File: config.mk
export PLATFORM = sky130hd
export DESIGN_NAME = decoder_seq_ctrl_flat
export DESIGN_NICKNAME = d
export VERILOG_FILES = /design/src/rtl/decoder_seq_ctrl_if.sv /design/src/rtl/decoder_seq_ctrl.sv /design/src/flat_wrapper.sv
export SDC_FILE = /design/constraint.sdc
export NUM_CORES = 1
export LEC_CHECK = 0
export ABC_AREA = 1
export CAP_MARGIN = 25
export CORE_MARGIN = 3
export CORE_UTILIZATION = 40
export CTS_CLUSTER_DIAMETER = 30
export DETAILED_ROUTE_END_ITERATION = 16
export PLACE_DENSITY = 0.63
export SLEW_MARGIN = 20
export SYNTH_ARGS = -nofsm -noshare
export SYNTH_HDL_FRONTEND = slang
export SYNTH_SLANG_ARGS = --single-unit
File: constraint.sdc
create_clock -name sys_clk -period 1.6 [get_ports sys_clk]
set_clock_uncertainty 0.15 [all_clocks]
set_input_delay 0.48 -clock sys_clk [delete_from_list [all_inputs] [get_ports sys_clk]]
set_output_delay 0.48 -clock sys_clk [all_outputs]
set_load 0.01 [all_outputs]
File: src/rtl/decoder_seq_ctrl_if.sv
// ---------------------------------------------------------------------------
// decoder_seq_ctrl_if : control inputs and select-code outputs of the sequencer
// Rev 1.0
// ---------------------------------------------------------------------------
`default_nettype none

interface decoder_seq_ctrl_if;
   logic       run_en;
   logic       dir;
   logic       load;
   logic [2:0] load_val;
   logic       in_1;
   logic       in_2;
   logic       in_3;
   logic       tick;
   logic       busy;

   modport master (
      output run_en, dir, load, load_val,
      input  in_1, in_2, in_3, tick, busy
   );

   modport slave (
      input  run_en, dir, load, load_val,
      output in_1, in_2, in_3, tick, busy
   );
endinterface

`default_nettype wire

File: src/rtl/decoder_seq_ctrl.sv
// ---------------------------------------------------------------------------
// decoder_seq_ctrl : steps a 3-bit decoder select code once per dwell period.
// Option macro DECODER_SEQ_PINGPONG_EN: bounce at 0/7 instead of wrapping.
// Rev 1.0
// ---------------------------------------------------------------------------
`default_nettype none

module decoder_seq_ctrl #(
   parameter int unsigned      CNT_W   = 24,
   parameter logic [CNT_W-1:0] CNT_MAX = 24'd9_999_999
) (
   input  wire                  sys_clk,
   input  wire                  sys_rst_n,
   decoder_seq_ctrl_if.slave    bus
);

   localparam logic [1:0]       c_idle    = 2'd0;
   localparam logic [1:0]       c_run     = 2'd1;
   localparam logic [1:0]       c_pause   = 2'd2;
   localparam logic [CNT_W-1:0] c_cnt_one = {{(CNT_W-1){1'b0}}, 1'b1};

   logic [1:0]       state_q, state_d;
   logic [CNT_W-1:0] cnt_q, cnt_d;
   logic [2:0]       code_q, code_d;
   logic             tick_q, tick_d;
   logic             busy_q, busy_d;
   logic             w_step;
   logic [2:0]       w_next_code;

   // State register
   always_ff @(posedge sys_clk or negedge sys_rst_n) begin
      if (!sys_rst_n) begin
         state_q <= c_idle;
         cnt_q   <= '0;
         code_q  <= 3'd0;
         tick_q  <= 1'b0;
         busy_q  <= 1'b0;
      end else begin
         state_q <= state_d;
         cnt_q   <= cnt_d;
         code_q  <= code_d;
         tick_q  <= tick_d;
         busy_q  <= busy_d;
      end
   end

   // Next-state logic; IDLE is only re-entered through reset
   always_comb begin
      state_d = state_q;
      case (state_q)
         c_idle:  if (bus.run_en)  state_d = c_run;
         c_run:   if (!bus.run_en) state_d = c_pause;
         c_pause: if (bus.run_en)  state_d = c_run;
         default: state_d = c_idle;
      endcase
   end

   // Output logic: busy is registered alongside the state it reflects
   always_comb begin
      busy_d = (state_d == c_run);
   end

`ifdef DECODER_SEQ_PINGPONG_EN
   logic pp_dir_q, pp_dir_d;

   always_ff @(posedge sys_clk or negedge sys_rst_n) begin
      if (!sys_rst_n) pp_dir_q <= 1'b0;
      else            pp_dir_q <= pp_dir_d;
   end

   // Direction flag: 0 = up, 1 = down; reverses when a step hits an end code
   always_comb begin
      w_next_code = code_q;
      pp_dir_d    = pp_dir_q;
      if (bus.load) begin
         pp_dir_d = bus.dir;
      end else if (!pp_dir_q) begin
         if (code_q == 3'd7) begin
            w_next_code = 3'd6;
            if (w_step) pp_dir_d = 1'b1;
         end else begin
            w_next_code = code_q + 3'd1;
         end
      end else begin
         if (code_q == 3'd0) begin
            w_next_code = 3'd1;
            if (w_step) pp_dir_d = 1'b0;
         end else begin
            w_next_code = code_q - 3'd1;
         end
      end
   end
`else
   always_comb begin
      w_next_code = bus.dir ? (code_q - 3'd1) : (code_q + 3'd1);
   end
`endif

   // Dwell counter and code update; load overrides a coincident step
   always_comb begin
      w_step = (state_q == c_run) && (cnt_q == CNT_MAX);
      case (state_q)
         c_run:   cnt_d = w_step ? '0 : (cnt_q + c_cnt_one);
         c_pause: cnt_d = cnt_q;
         default: cnt_d = '0;
      endcase
      code_d = code_q;
      tick_d = 1'b0;
      if (bus.load) begin
         cnt_d  = '0;
         code_d = bus.load_val;
      end else if (w_step) begin
         code_d = w_next_code;
         tick_d = 1'b1;
      end
   end

   assign bus.in_1 = code_q[2];
   assign bus.in_2 = code_q[1];
   assign bus.in_3 = code_q[0];
   assign bus.tick = tick_q;
   assign bus.busy = busy_q;

endmodule

`default_nettype wire

File: src/flat_wrapper.sv
// flat-port wrapper written by rule: the top's interface ports become plain ports
module decoder_seq_ctrl_flat 
#(
   parameter int unsigned      CNT_W   = 24,
   parameter logic [CNT_W-1:0] CNT_MAX = 24'd9_999_999
)
  (sys_clk, sys_rst_n, bus_run_en, bus_dir, bus_load, bus_load_val, bus_in_1, bus_in_2, bus_in_3, bus_tick, bus_busy);
  decoder_seq_ctrl_if bus_i ();
  input  wire sys_clk;
  input  wire sys_rst_n;
  input wire logic [$bits(bus_i.run_en)-1:0] bus_run_en;
  input wire logic [$bits(bus_i.dir)-1:0] bus_dir;
  input wire logic [$bits(bus_i.load)-1:0] bus_load;
  input wire logic [$bits(bus_i.load_val)-1:0] bus_load_val;
  output wire logic [$bits(bus_i.in_1)-1:0] bus_in_1;
  output wire logic [$bits(bus_i.in_2)-1:0] bus_in_2;
  output wire logic [$bits(bus_i.in_3)-1:0] bus_in_3;
  output wire logic [$bits(bus_i.tick)-1:0] bus_tick;
  output wire logic [$bits(bus_i.busy)-1:0] bus_busy;
  assign bus_i.run_en = bus_run_en;
  assign bus_i.dir = bus_dir;
  assign bus_i.load = bus_load;
  assign bus_i.load_val = bus_load_val;
  assign bus_in_1 = bus_i.in_1;
  assign bus_in_2 = bus_i.in_2;
  assign bus_in_3 = bus_i.in_3;
  assign bus_tick = bus_i.tick;
  assign bus_busy = bus_i.busy;
  decoder_seq_ctrl #(.CNT_W(CNT_W), .CNT_MAX(CNT_MAX)) u_core (.sys_clk(sys_clk), .sys_rst_n(sys_rst_n), .bus(bus_i));
endmodule
Yosys cells after proc, flatten, opt, wreduce, memory -nomap -nowiden
Cells that the tools add are included.

operators by class
  add/sub/neg operators = 3
  eq/ne operators = 5
  muxes and demuxes = 11
  reduce and logical (&&, ||, !) cells = 4

operators by type and width
  operator                                             number
  two-way mux 24 bit                                   2
  one-hot mux 24 bit (2 select lines)                  1
  adder 24 x 1 -> 24 bit, second input constant        1
  equality test 24 bit, second input constant          1
  two-way mux 3 bit                                    3
  equality test 2 x 1 -> 1 bit, second input constant  2
  two-way mux 2 bit                                    2
  one-hot mux 2 bit (2 select lines)                   1
  adder 3 x 1 -> 3 bit, second input constant          1
  subtractor 3 x 1 -> 3 bit, second input constant     1
  equality test 2 bit, second input constant           1
  logical NOT 2 bit                                    1
  two-way mux 1 bit                                    2
  inequality test 2 bit, second input constant         1
  nonzero test 2 bit                                   1
  OR reduction 2 bit                                   1
  logical AND 1 bit                                    1

word-level totals
  register bits after elaboration = 31
  output and inout port bits = 5

Depth between registers and ports, before layout
Gate-level depths: netlist (run 1).

  depth after elaboration = 5
  mapped depth = 10
  gate-level depth less buffers = 10

Least setup slack after synthesis (run 1)
No wires, ideal clock.

  path type = register to register
  start point = reg u_core.code_q[0]
  end point = reg u_core.code_q[2]
  arrival time = 1.349 ns
  data required time = 1.382 ns
  setup slack = 0.033 ns
  stages on the path, launching flop included = 7
  path buffers = 0
  clock period less this slack = 1.567 ns
  cells stage by stage = dfrtp_1 inv_1 fa_1 xnor2_1 xor2_1 nand4_1 nand3_1

on the way
  word-level cells in the longest chain between the ends = 4

ends and longest elaborated chain
  item                                                               RTL line                 text
  start, declared                                                    decoder_seq_ctrl.sv:24   logic [2:0] code_q, code_d;
  start signal, assigned                                             decoder_seq_ctrl.sv:41   code_q <= code_d;
  adder 3 x 1 -> 3 bit or subtractor 3 x 1 -> 3 bit (tied branches)  decoder_seq_ctrl.sv:95   w_next_code = bus.dir ? (code_q - 3'd1) : (code_q + 3'd1);
  two-way mux 3 bit (*)                                              decoder_seq_ctrl.sv:95
  two-way mux 3 bit (*)                                              decoder_seq_ctrl.sv:112  end else if (w_step) begin
  two-way mux 3 bit (*)                                              decoder_seq_ctrl.sv:109  if (bus.load) begin

Every way passes the cells marked *; elsewhere a longest branch is shown, timed or not. The select of a mux whose other input is x is not followed.
A chain may end at the register's enable or synchronous reset.

Worst setup path after layout (run 1)
  start point = reg u_core.cnt_q[0]
  end point = reg u_core.cnt_q[20]

on the way
  word-level cells in the longest chain between the ends = 5

ends and longest elaborated chain
  item                                                                            RTL line                 text
  start, declared                                                                 decoder_seq_ctrl.sv:23   logic [CNT_W-1:0] cnt_q, cnt_d;
  start signal, assigned                                                          decoder_seq_ctrl.sv:40   cnt_q <= cnt_d;
  parallel branches: the longest is 2 deep, another holds adder 24 x 1 -> 24 bit  -
  two-way mux 24 bit (*)                                                          decoder_seq_ctrl.sv:103  c_run: cnt_d = w_step ? '0 : (cnt_q + c_cnt_one);
  one-hot mux 24 bit (2 select lines) (*)                                         decoder_seq_ctrl.sv:102  case (state_q)
  two-way mux 24 bit (*)                                                          decoder_seq_ctrl.sv:109

Mark *: on every way between the ends.

==> metrics, run 1 <==
Ys Warns 0; clock sinks 31; share of layout cells above drive strength 1 a little over a third; Max Clk Rate 0.617 GHz; first-pass GRT wire length 9100 um; CTS tree done; H-tree Lvls 2; met1 wire length roughly 2500 um; Setup-failing EPs final 3; WHS Path Cells 1; Die X approximately 78 um; Crit path buffers/inverters 1; crit end category flop; HPWL after DPL approximately 3900 um; average wire per standard cell about 12 um; Initial Util between 40% and 50%; Worst path max stage delay about 400 ps; CTS Root Cell clkbuf_8; met3 routed wirelength about 190 um; Max VDD drop between 0.4 and 0.5 mV; CP startpoint kind flop; Routed Antenna Nets 0; Worst Path Required about 1700 ps; final hold vios 0; Slew HR between 80% and 90%; Top Family by Delay on Critical Path simple AND/OR/NAND/NOR gates; Std-Cell Rows 25; commonest non-fill, non-tap cell in the layout nand2_1; RSZ-0062 raised after global routing yes; post-synth cell types 31; crit path cell chain ha_4 > nand2_4 > nor2_4 > buf_12 > nand2_8 > nor2_8 > nand2_1 > nand2_1 > nand2_1 > o21ai_1; worst reg2reg path depth 10; pin count of the biggest net entering global routing 32; initial antenna violation count 0; Clock Latency Late Sink approximately 290 ps; All-Layer GR Usage about a fifth; worst-margin pin slew around 240 ps; Cells after Synth a little under 300; period utilization 101%; chip height between 70 and 80 um; Final min period 1620 ps; Worst Path Max Fanout 6; WL met2 approximately 2400 um; Mapped Avg Cell Area ~7.2 um^2; sequential share of the synthesized area a little under two fifths; synthesis-to-finish area growth 36.3%; Slew Limit Fails 0; crit path max-delay cell type dfrtp_1; synthesized net count approximately 300; Ports 13; Mapped Area approximately 2100 um^2; diode count 0; Routability Congestion between 0.8 and 0.9; Final #Nets ~360; number of global-route vias before repair between 1,500 and 2,000; CTS buffer count 5; Setup WS post-layout -19.6 ps; top sig layer met4; initial drt markers 74; Max Cap Viol 0; FF+latch count, synth 31; power per cell area between 500 and 600 nW/um^2; Worst EP arrival 1690 ps; # fillers around 470; most frequent cells in the layout 89 x nand2_1, 38 x buf_4, 27 x dfrtp_1; setup slack at placement -518 ps; Die ar. approximately 6100 um^2; violated checks negative setup slack; vias 1,946; CTS clk-pin slew, worst paths 80 ps; CTS Buffer Depth 2; critical path depth 10; core area about 4900 um^2; WL final 5160 um; min-delay worst type flop to flop; outcome finished, violations left; # DRC 0; TritonRoute pass-1 iters 4; Most common cell on crit path nand2_1; total grt overflow 0; via/cell ratio between 4 and 5; Crit Path Class flop to flop; IO buf count 12; leakage approximately 1.3 nW; Total Power between 1.5 and 2 mW
[where the power goes]
group | switching, mW | internal, mW
combinational | 0.114 | 0.0991
sequential | 0.0162 | 0.801
clock | 0.328 | 0.302
total | 0.459 | 1.20
[synth_stat cells (all sizes together)]
cell	instances	share of area (%)
a32o	1	0.48
and2	1	0.30
ha	1	0.60
o21ai	26	8.0
nor2	44	11
inv	35	6.3
a21boi	2	0.72
nand2	102	19
xnor2	1	0.42
nor3	1	0.24
or2	1	0.30
nand3b	4	1.4
o21bai	2	0.72
dfrtp	31	37
xor2	7	2.9
nand3	17	4.9
fa	1	0.96
buf	4	1.7
nor4	1	0.30
nand4	7	2.1
[worst paths after layout]
kind,from,endpoint,slack [ps]
setup / recovery,u_core.cnt_q[0]$_DFFE_PN0P_,u_core.cnt_q[20]$_DFFE_PN0P_,-20
hold / removal,u_core.state_q[0]$_DFF_PN0_,u_core.state_q[0]$_DFF_PN0_,380
setup reg to reg,u_core.cnt_q[0]$_DFFE_PN0P_,u_core.cnt_q[20]$_DFFE_PN0P_,-20
hold reg to reg,u_core.state_q[0]$_DFF_PN0_,u_core.state_q[0]$_DFF_PN0_,380
max in group asynchronous,sys_rst_n,u_core.cnt_q[8]$_DFFE_PN0P_,720
min in group asynchronous,sys_rst_n,u_core.cnt_q[7]$_DFFE_PN0P_,400
[routing by layer]
metal / track usage, % / vias up
met1: 25.9 / 893
li1: - / 1029
met3: 3.90 / 6
met5: 0 / -
met2: 30.6 / 18
met4: 5.77 / 0
[layout make-up]
| type | instances | area (um^2) | share of cell area (%) |
|---|---|---|---|
| Clock inverter | 3 | 20.0 | 0.702 |
| Timing Repair Buffer | 55 | 480 | 16.8 |
| Multi-Input combinational cell | 219 | 1280 | 44.9 |
| Tap cell | 67 | 83.8 | 2.94 |
| Clock buffer | 5 | 68.8 | 2.41 |
| Inverter | 35 | 136 | 4.78 |
| Sequential cell | 31 | 781 | 27.4 |
[per-stage QoR]
stage	instances	util, %	cell area [um^2]	hold WS (ps)	TNS [ps]
3_5_place_dp	397	52.2	2550	351	-4240
4_1_cts	408	55.2	2690	374	-8.98
3_3_place_gp	397	52.2	2550	345	-3870
6_report	415	58.4	2850	377	-34.9
5_1_grt	415	58.4	2850	408	-1310
2_1_floorplan	289	-	2090	34.4	0
[registers in the layout (all words and copies together), names as in the netlist]
register and flops:
u_core.bus.busy 1, u_core.bus.tick 1, u_core.cnt_q 24, u_core.code_q 3
u_core.state_q 2
[logic make-up after synthesis]
| family | after synthesis | synth area share (%) |
|---|---|---|
| compound gates | 31 | 9.93 |
| buf+inv | 39 | 7.95 |
| simple gates | 178 | 40.1 |
| xor+xnor | 8 | 3.35 |
| fa+ha+maj | 2 | 1.55 |
| flops | 31 | 37.1 |
[what timing repair did]
action | CTS | global route
setup buffers | 3 | 7
pin swaps | 13 | 20
setup endpoints to repair | 25 | 28
gates resized for setup | 17 | 41
hold buffers | 0 | 0
Note: power is estimated with default switching activity, not from simulation.
==> inputs of run 2 (changes only) <==
CORE_ASPECT_RATIO = 1.1   (was unset)
==> run 2 against run 1 <==
Net effect: the run now ends clean; combinational power fell by 2%; cell count fell by 6.7%; clock power about the same; design area down 6.1%; routed wire length shrank 8.1%; register-to-register slack gained 60 ps; non-clock buffer count decreased by 16; first-iteration DRC count increased by 28%.
==> metrics, run 2 (synthesized netlist as in run 1, its figures left out) <==
IO buf count 12; total grt overflow 0; initial antenna violation count 0; setup slack at placement -543 ps; CTS clk-pin slew, worst paths roughly 70 ps; Max VDD drop 0.499 mV; leakage 1.26 nW; chip height about 80 um; CTS tree done; # DRC 0; crit end category flop; Worst Path Max Fanout 2; Crit Path Class input pin to flop; # fillers 457; Routability Congestion about 0.85; Placed Area 2450 um^2; commonest non-fill, non-tap cell in the layout nand2_1; outcome complete, no violations; Reg area approximately 800 um^2; share of layout cells above drive strength 1 30.2%; Switching Share about a quarter; number of global-route vias before repair between 1,500 and 2,000; Reg power frac between 40% and 50%; Design Area, Final about 2700 um^2; min-delay worst type flop to flop; area occupied by multi-input gates between 1000 and 1500 um^2; Slew Limit Fails 0; TritonRoute pass-1 iters 4; CP startpoint kind input pin; worst-margin pin slew approximately 350 ps; CTS Root Cell clkbuf_8; Die X 75.0 um; Post-Route Setup TNS 0 ps; Slew HR between 70% and 80%; Final #Nets roughly 340; Final min period roughly 1600 ps; Int Power 1.24 mW; clock share of power between 30% and 40%; CTS Buffer Depth 2; H-tree Lvls 2; diode count 0; Routed Antenna Nets 0; Setup-failing EPs final 0; CTS buffer count 5; combinational power share 12.6%; Initial Util 43.2%; clock sinks 31; average wire per standard cell 12.2 um; Ports 13; largest reg by FF count u_core.cnt_q; initial drt markers 95; Die ar. between 6000 and 7000 um^2; Clock Latency Late Sink 290 ps; Worst Path Required 1620 ps; NetSw around 0.42 mW; HPWL after DPL 3690 um; vias ~1,900; Setup WS post-layout roughly 32 ps; Regs by FF count u_core.cnt_q x24, u_core.code_q x3, u_core.state_q x2; RSZ-0062 raised after global routing yes; pin count of the biggest net entering global routing 32; Max Clk Rate roughly 0.64 GHz; power per cell area 618 nW/um^2; max reg flops 24; Std-Cell Rows 26; period utilization a little over nine tenths; Worst EP arrival 1590 ps; WL final 4740 um; via/cell ratio approximately 4.9; Hold WS 362 ps; first-pass GRT wire length approximately 8100 um; core area just under 5000 um^2; most frequent cells in the layout 89 x nand2_1, 27 x inv_1, 26 x dfrtp_1; Max Cap Viol 0; final hold vios 0; synthesis-to-finish area growth 28.1%; Hold Buf Count CTS 0; All-Layer GR Usage 17.4%
==> run 2: changes by cell type in the layout (fill, tap and decap cells not counted), sizes merged <==
cell           previous run  this run
clkdlybuf4s15             3         4
buf                      43        27
clkinvlp                  2         0
==> run 2: worst paths after layout <==
path | start | to | slack, ps | cells past startpoint
max | bus_dir | u_core.code_q[2]$_DFFE_PN0P_ | 30 | 7
min | u_core.cnt_q[23]$_DFFE_PN0P_ | u_core.cnt_q[23]$_DFFE_PN0P_ | 360 | 2
max reg2reg | u_core.cnt_q[1]$_DFFE_PN0P_ | u_core.cnt_q[3]$_DFFE_PN0P_ | 40 | 9
min reg2reg | u_core.cnt_q[23]$_DFFE_PN0P_ | u_core.cnt_q[23]$_DFFE_PN0P_ | 360 | 2
max in group asynchronous | sys_rst_n | u_core.cnt_q[14]$_DFFE_PN0P_ | 710 | 2
min in group asynchronous | sys_rst_n | u_core.cnt_q[13]$_DFFE_PN0P_ | 400 | 2
==> run 2: power by group through the flow <==
stage	combinational (mW)	sequential, mW	clock (mW)
2_1_floorplan	0.0865	0.835	0
3_3_place_gp	0.198	0.828	0
3_5_place_dp	0.205	0.829	0
5_1_grt	0.232	0.817	0.683
4_1_cts	0.201	0.814	0.656
6_report	0.209	0.815	0.631
==> run 2: through the flow <==
step | instances | total power [mW] | utilization [%]
finish | 387 | 1.65 | 55.3
floorplan | 289 | 0.921 | -
CTS | 384 | 1.67 | 52.5
global route | 387 | 1.73 | 55.3
global placement | 377 | 1.03 | 50.6
detailed placement | 377 | 1.03 | 50.6
==> run 2: layout make-up <==
type	count	area share [%]
sequential	31	29.2
tap	56	2.62
timing repair buffer	39	13.3
clock buffer	6	3.08
multi-input combinational	219	46.7
inverter	35	4.90
clock inverter	1	0.187
==> run 2: worst max-delay path, stage by stage <==
cell             delay (ps)
clkdlybuf4s15_1         200
inv_2                    50
fa_2                    400
xnor2_2                 140
xor2_1                  160
nand4_1                  90
nand3_1                  70
==> run 2: metal layers <==
metal | GRT usage, % | vias to the layer above | wire length (um)
li1 | - | 991 | -
met1 | 22.6 | 867 | 2360
met2 | 27.5 | 19 | 2180
met3 | 3.55 | 7 | 108
met4 | 7.83 | 0 | 84
met5 | 0 | - | 0
==> run 2: repair_timing <==
action | in CTS | in global routing
setup endpoints to repair | 16 | 28
endpoints found under the hold margin | 0 | 0
pin swaps | 3 | 15
gates resized for setup | 13 | 34
setup buffers | 0 | 3
==> variant 1, RTL diff (flow settings as in run 2) <==
`CNT_W` is set to 24 in 2 places; all go to 32.
--- a/src/rtl/decoder_seq_ctrl.sv
+++ b/src/rtl/decoder_seq_ctrl.sv
@@ -6,7 +6,7 @@
 `default_nettype none
 
 module decoder_seq_ctrl #(
-   parameter int unsigned      CNT_W   = 24,
+   parameter int unsigned      CNT_W   = 32,
    parameter logic [CNT_W-1:0] CNT_MAX = 24'd9_999_999
 ) (
    input  wire                  sys_clk,
--- a/src/flat_wrapper.sv
+++ b/src/flat_wrapper.sv
@@ -1,7 +1,7 @@
 // flat-port wrapper written by rule: the top's interface ports become plain ports
 module decoder_seq_ctrl_flat 
 #(
-   parameter int unsigned      CNT_W   = 24,
+   parameter int unsigned      CNT_W   = 32,
    parameter logic [CNT_W-1:0] CNT_MAX = 24'd9_999_999
 )
   (sys_clk, sys_rst_n, bus_run_en, bus_dir, bus_load, bus_load_val, bus_in_1, bus_in_2, bus_in_3, bus_tick, bus_busy);
Behaviour: no difference found for any inputs over 10 cycles, from zero or initial values and one cycle with sys_rst_n low; that may be too few to reach the edited logic, so the function may still have changed.
==> variant 1 against run 2 <==
  * The flow now finishes with violations (negative setup slack)
  * Worst setup slack worse by 0.13 ns
  * Design area is 43% higher
  * Critical path type is now flip-flop to flip-flop
  * Power is 20% higher
  * Largest cell class unchanged
  * Register-to-register slack worse by 0.14 ns
  * Area after synthesis is 38% higher
  * Highest routed layer unchanged
  * Sequential cell count is 8 higher
  * Wire length is 74% higher
  * Count of clock-buffer cells in the layout is 1 higher
==> variant 1: results (changes against run 2) <==
status:
  outcome: "complete, but fails checks"  # was finished, final reports clean
  failed_checks: "negative setup slack"
global_route:
  grt_max_degree: 40  # was 32
  grt_pass1_vias: 2817  # was 1817
  antenna_found_initial: 0  # unchanged
  grt_pass1_wl_mm: 13.3  # was 8.08 mm
  grtUsageTotal_pct: 20.8  # was 17.4%
yosys:
  ys_top_cells_by_count: "159 x nand2_1, 57 x nor2_1, 39 x dfrtp_1"  # was 94 x nand2_1, 31 x dfrtp_1, 31 x nor2_1
  async_reset_ff_share_pct: 100  # unchanged
  yosys-top-cells-area: "dfrtp_1 34%, nand2_1 21%, nor2_1 7.4%"  # was dfrtp_1 37%, nand2_1 17%, nor2_1 5.6%
  ys.warnings.count: 0  # unchanged
  synth-seq-area-share_pct: 33.9  # was 37.1%
  yosys_most_used_dff: "dfrtp_1"  # unchanged
  yosysUniqueCellTypes: 30  # was 31
  syn-num-nets: 435  # was 299
placement:
  portBuffers: 12  # unchanged
  hpwlAfterDp_mm: 6.41  # was 3.69 mm
  placed_cell_area_um2: 3550  # was 2450 µm²
  place.gp.congestion: 0.938  # was 0.849
layout:
  nFillCells: 683  # was 457
  final_layout_size_suffix_gt1_share_pct: 31.4  # was 30.2%
  reg_top3: "u_core.cnt_q (32), u_core.code_q (3), u_core.state_q (2)"  # was u_core.cnt_q (24), u_core.code_q (3), u_core.state_q (2)
  nets: 519  # was 341
  antenna_cells: 0  # unchanged
  area_delta_synth_final_pct: 33.5  # was 28.1%
cts:
  cts_root_buffer: "clkbuf_8"  # unchanged
  clockBufferDepth: 2  # unchanged
  clock_latency_ns: 0.30
  cts_buffers: 5  # unchanged
  clk_pin_slew_ns: 0.08
  htree_levels: 2  # unchanged
timing:
  setup_viol: 31  # was 0
  fin_ws_ns: -0.100  # was 0.0323 ns
  max_slew_margin_pct: 78.5  # was 76.6%
  tns_ns: -2.07  # was 0 ns
power:
  vdd_ir_drop_max_uv: 335  # was 499 µV
  p_leak_nw: 1.71  # was 1.26 nW
detailed_routing:
  drt_iter0_markers: 179  # was 95
  dr_total_vias: 2965  # was 1884
  dr.pass1.iters: 6  # was 4
  wl_per_cell_um: 13.9  # was 12.2 µm
worst_setup_path:
  arrival_ns: 1.73  # was 1.59 ns
  worstPathMaxFanout: 12  # was 2
worst_hold_path:
  min_path_type: "flip-flop to flip-flop"  # unchanged
==> variant 1: cell count changes after synthesis, moves of 8 or more <==
cell	delta
nand2_1	+65
nor2_1	+26
nand3_1	+12
a21oi_2	+10
inv_1	+9
dfrtp_1	+8
==> variant 1: what timing repair did <==
action                                 in CTS  in global routing
pin swaps                                  16                 12
hold buffers                                1                  0
endpoints found under the hold margin       7                  0
resized for setup                          29                 32
setup endpoints to repair                  39                 39
setup buffers                               8                  3
==> variant 1: worst paths after layout <==
| path | cells past startpoint | startpoint | to |
|---|---|---|---|
| worst min-delay path | 1 | u_core.state_q[0] | u_core.bus.busy |
| min in group asynchronous | 3 | sys_rst_n | u_core.cnt_q[25] |
| max in group asynchronous | 3 | sys_rst_n | u_core.cnt_q[4] |
| worst max-delay path | 9 | u_core.cnt_q[1] | u_core.cnt_q[6] |
| worst min register to register | 1 | u_core.state_q[0] | u_core.bus.busy |
| worst max register to register | 9 | u_core.cnt_q[1] | u_core.cnt_q[6] |
==> variant 1: kinds of logic (layout without fill, tap and decap cells) <==
| logic type | Yosys count | count (layout) | share of synthesized area (%) |
|---|---|---|---|
| flops | 39 | 39 | 33.9 |
| compound gates | 39 | 39 | 9.66 |
| xor+xnor | 10 | 10 | 3.04 |
| simple gates | 286 | 286 | 44.2 |
| fa+ha+maj | 2 | 2 | 1.13 |
| buf+inv | 49 | 134 | 8.09 |
==> variant 1: worst max-delay path: stages (launching register included) <==
cell and delay (ns):
dfrtp_1 0.42, ha_4 0.18, nand2_4 0.07, nor2_8 0.14, nand3_2 0.08, nor2_2 0.12
nand2_2 0.10, nand3_4 0.11, buf_12 0.16, a21oi_2 0.06
==> variant 1: cell type report <==
class                      count  area share, %
timing repair buffer          86           18.7
inverter                      40           3.97
multi-input combinational    337           47.0
tap                           82           2.67
clock buffer                   7           1.99
clock inverter                 1          0.130
sequential                    39           25.5
==> variant 1: metal layers <==
layer  vias to the layer above  part of all wire [%]  GRT usage, %
met2                        39                    50          35.0
met4                         0                   1.4          6.62
met3                         9                   3.6          2.88
met1                      1405                    45          27.4
met5                         -                     0             0
li1                       1512                     -             -
==> variant 1: where the power goes <==
group / internal, mW / total (mW) / switching, mW
logic: 0.129 / 0.284 / 0.155
registers: 1.01 / 1.02 / 0.0175
clock network: 0.307 / 0.684 / 0.377
==> variant 1: through the flow <==
stage                     std cells  hold slack [ns]  setup WS [ns]
after CTS                       590            0.371         -0.112
final                           592            0.366         -0.100
after floorplan                 425           0.0344        -0.0103
after global routing            592            0.404         -0.173
after detailed placement        573            0.322         -0.536
after global placement          573            0.319         -0.512
==> variant 2, RTL diff (settings of run 2) <==
Made on the original files. One comparison of `cnt_q` changes from == to >=.
--- a/src/rtl/decoder_seq_ctrl.sv
+++ b/src/rtl/decoder_seq_ctrl.sv
@@ -98,7 +98,7 @@
 
    // Dwell counter and code update; load overrides a coincident step
    always_comb begin
-      w_step = (state_q == c_run) && (cnt_q == CNT_MAX);
+      w_step = (state_q == c_run) && (cnt_q >= CNT_MAX);
       case (state_q)
          c_run:   cnt_d = w_step ? '0 : (cnt_q + c_cnt_one);
          c_pause: cnt_d = cnt_q;
Function: same outputs for any inputs over 10 cycles, from zero or initial values and one cycle with sys_rst_n low; that may be too few to reach the edited logic, so the function may still have changed.
==> variant 2 against run 2 <==
  * Worst setup slack worse by 0.16 ns
  * Critical path depth is 3 higher
  * Design area is 13% higher
  * Largest power group unchanged
  * Wire length is 13% higher
  * Power is 7.0% higher
  * The flow now finishes with violations (negative setup slack)
  * Area after synthesis is 2.0% lower
  * Sequential cell count stayed put
  * Combinational power is 64% higher
==> variant 2: results (changes against run 2) <==
status:
  outcome: "complete, but fails checks"  # was finished, final reports clean
  failed_checks: "negative setup slack"
cts:
  clock_latency_ns: 0.28
  clockBufferDepth: 2  # unchanged
  clk_pin_slew_ns: 0.06
  htree_levels: 2  # unchanged
  cts_root_buffer: "clkbuf_8"  # unchanged
  hold_buffers: 0  # unchanged
  cts_buffers: 5  # unchanged
global_route:
  antenna_found_initial: 0  # unchanged
  grt_pass1_wl_mm: 9.17  # was 8.08 mm
  grt_max_degree: 32  # unchanged
  grt_pass1_vias: 2023  # was 1817
  gr-total-overflow: 0  # unchanged
  grtUsageTotal_pct: 20.0  # was 17.4%
placement:
  portBuffers: 12  # unchanged
  hpwlAfterDp_mm: 3.65  # was 3.69 mm
  dp_slack_ns: -0.734  # was -0.543 ns
  place.gp.congestion: 0.855  # was 0.849
  placed_cell_area_um2: 2630  # was 2450 µm²
detailed_routing:
  drt_iter0_markers: 96  # was 95
  vias_per_cell: 4.96  # was 4.87
  dr.pass1.iters: 4  # unchanged
  wl_per_cell_um: 13.0  # was 12.2 µm
layout:
  reg_top3: "u_core.cnt_q (24), u_core.code_q (3), u_core.state_q (2)"  # unchanged
  final_layout_size_suffix_gt1_share_pct: 40.7  # was 30.2%
  nets: 365  # was 341
  nFillCells: 399  # was 457
  antenna_cells: 0  # unchanged
yosys:
  synth-seq-area-share_pct: 37.9  # was 37.1%
  async_reset_ff_share_pct: 100  # unchanged
  ys.warnings.count: 0  # unchanged
  ys_top_cells_by_count: "93 x nand2_1, 31 x dfrtp_1, 27 x nor2_1"  # was 94 x nand2_1, 31 x dfrtp_1, 31 x nor2_1
  yosys_most_used_dff: "dfrtp_1"  # unchanged
  synth_edf_count: 0  # unchanged
  syn-num-nets: 287  # was 299
  yosys-top-cells-area: "dfrtp_1 38%, nand2_1 17%, xor2_1 5.6%"  # was dfrtp_1 37%, nand2_1 17%, nor2_1 5.6%
  yosysUniqueCellTypes: 31  # unchanged
timing:
  tightest_slew_ns: 0.299  # was 0.347 ns
  fin_ws_ns: -0.128  # was 0.0323 ns
  setup_viol: 24  # was 0
worst_setup_path:
  worstPathMaxFanout: 4  # was 2
  required_ns: 1.67  # was 1.62 ns
worst_hold_path:
  min_path_type: "flip-flop to flip-flop"  # unchanged
power:
  intPower_mw: 1.29  # was 1.24 mW
  share_comb_of_total_power_pct: 19.4  # was 12.6%
  vdd_ir_drop_max_uv: 483  # was 499 µV
  p_leak_nw: 1.36  # was 1.26 nW
==> variant 2: cell type report <==
type	count	area, µm²	area share [%]
clock buffer	7	76.3	2.52
clock inverter	1	5.00	0.165
inverter	24	106	3.51
multi-input combinational	218	1360	44.8
sequential	31	778	25.7
tap	56	70.1	2.32
timing repair buffer	75	634	21.0
==> variant 2: worst paths after layout <==
| check | cells past startpoint | slack [ns] | from | to |
|---|---|---|---|---|
| worst max-delay path | 10 | -0.13 | u_core.cnt_q[1] | u_core.cnt_q[18] |
| worst max register to register | 10 | -0.13 | u_core.cnt_q[1] | u_core.cnt_q[18] |
| min in group asynchronous | 2 | 0.42 | sys_rst_n | u_core.cnt_q[2] |
| worst min-delay path | 1 | 0.32 | u_core.state_q[0] | u_core.state_q[0] |
| max in group asynchronous | 2 | 0.71 | sys_rst_n | u_core.cnt_q[9] |
| worst min register to register | 1 | 0.32 | u_core.state_q[0] | u_core.state_q[0] |
==> variant 2: worst max-delay path, stage by stage, from the launching register on <==
cell and delay (ns):
dfrtp_1 0.37, ha_2 0.20, nand2_2 0.06, nor2_4 0.13, buf_6 0.12, nand3b_1 0.16, o21ai_1 0.18, nand2_1 0.08
nor2_2 0.09, nand3_1 0.07, nand2_1 0.06
==> variant 2: power by group through the flow <==
stage	logic (mW)	clock network, mW	registers (mW)
after floorplan	0.132	0	0.864
after global placement	0.284	0	0.856
after detailed placement	0.291	0	0.856
after CTS	0.313	0.612	0.844
after global routing	0.378	0.639	0.847
final	0.343	0.582	0.844
==> variant 2: through the flow <==
stage / setup TNS (ns) / instances / util [%] / hold WS (ns)
finish: -1.88 / 412 / 63.3 / 0.325
CTS: -2.17 / 406 / 59.6 / 0.334
floorplan: -0.215 / 277 / - / 0.0344
detailed placement: -6.35 / 390 / 55.0 / 0.326
global placement: -5.84 / 390 / 55.0 / 0.314
global route: -4.56 / 412 / 63.3 / 0.366
==> variant 2: cell families after synthesis <==
kind of cell | Yosys count | synth area share [%]
flip-flops | 31 | 37.9
AND/OR/NAND/NOR | 165 | 36.3
XOR/XNOR | 16 | 6.84
AO/OA/AOI/OAI | 32 | 10.5
adder cells (fa/ha/maj) | 2 | 1.59
buffers and inverters | 31 | 6.90
==> variant 2: routing by layer <==
metal	global-route usage [%]	wire length [µm]	vias up
met5	0	0	-
met4	8.72	124	0
met3	3.09	144	11
met2	33.6	2740	40
met1	25.3	2330	959
li1	-	-	1035
==> variant 2: repair_timing <==
item                                    4_1_cts  5_1_grt
gates cloned                                  3        0
pin swaps                                     6       23
resized for setup                            34       36
buffers inserted                              5        6
endpoints found under the setup margin       33       29
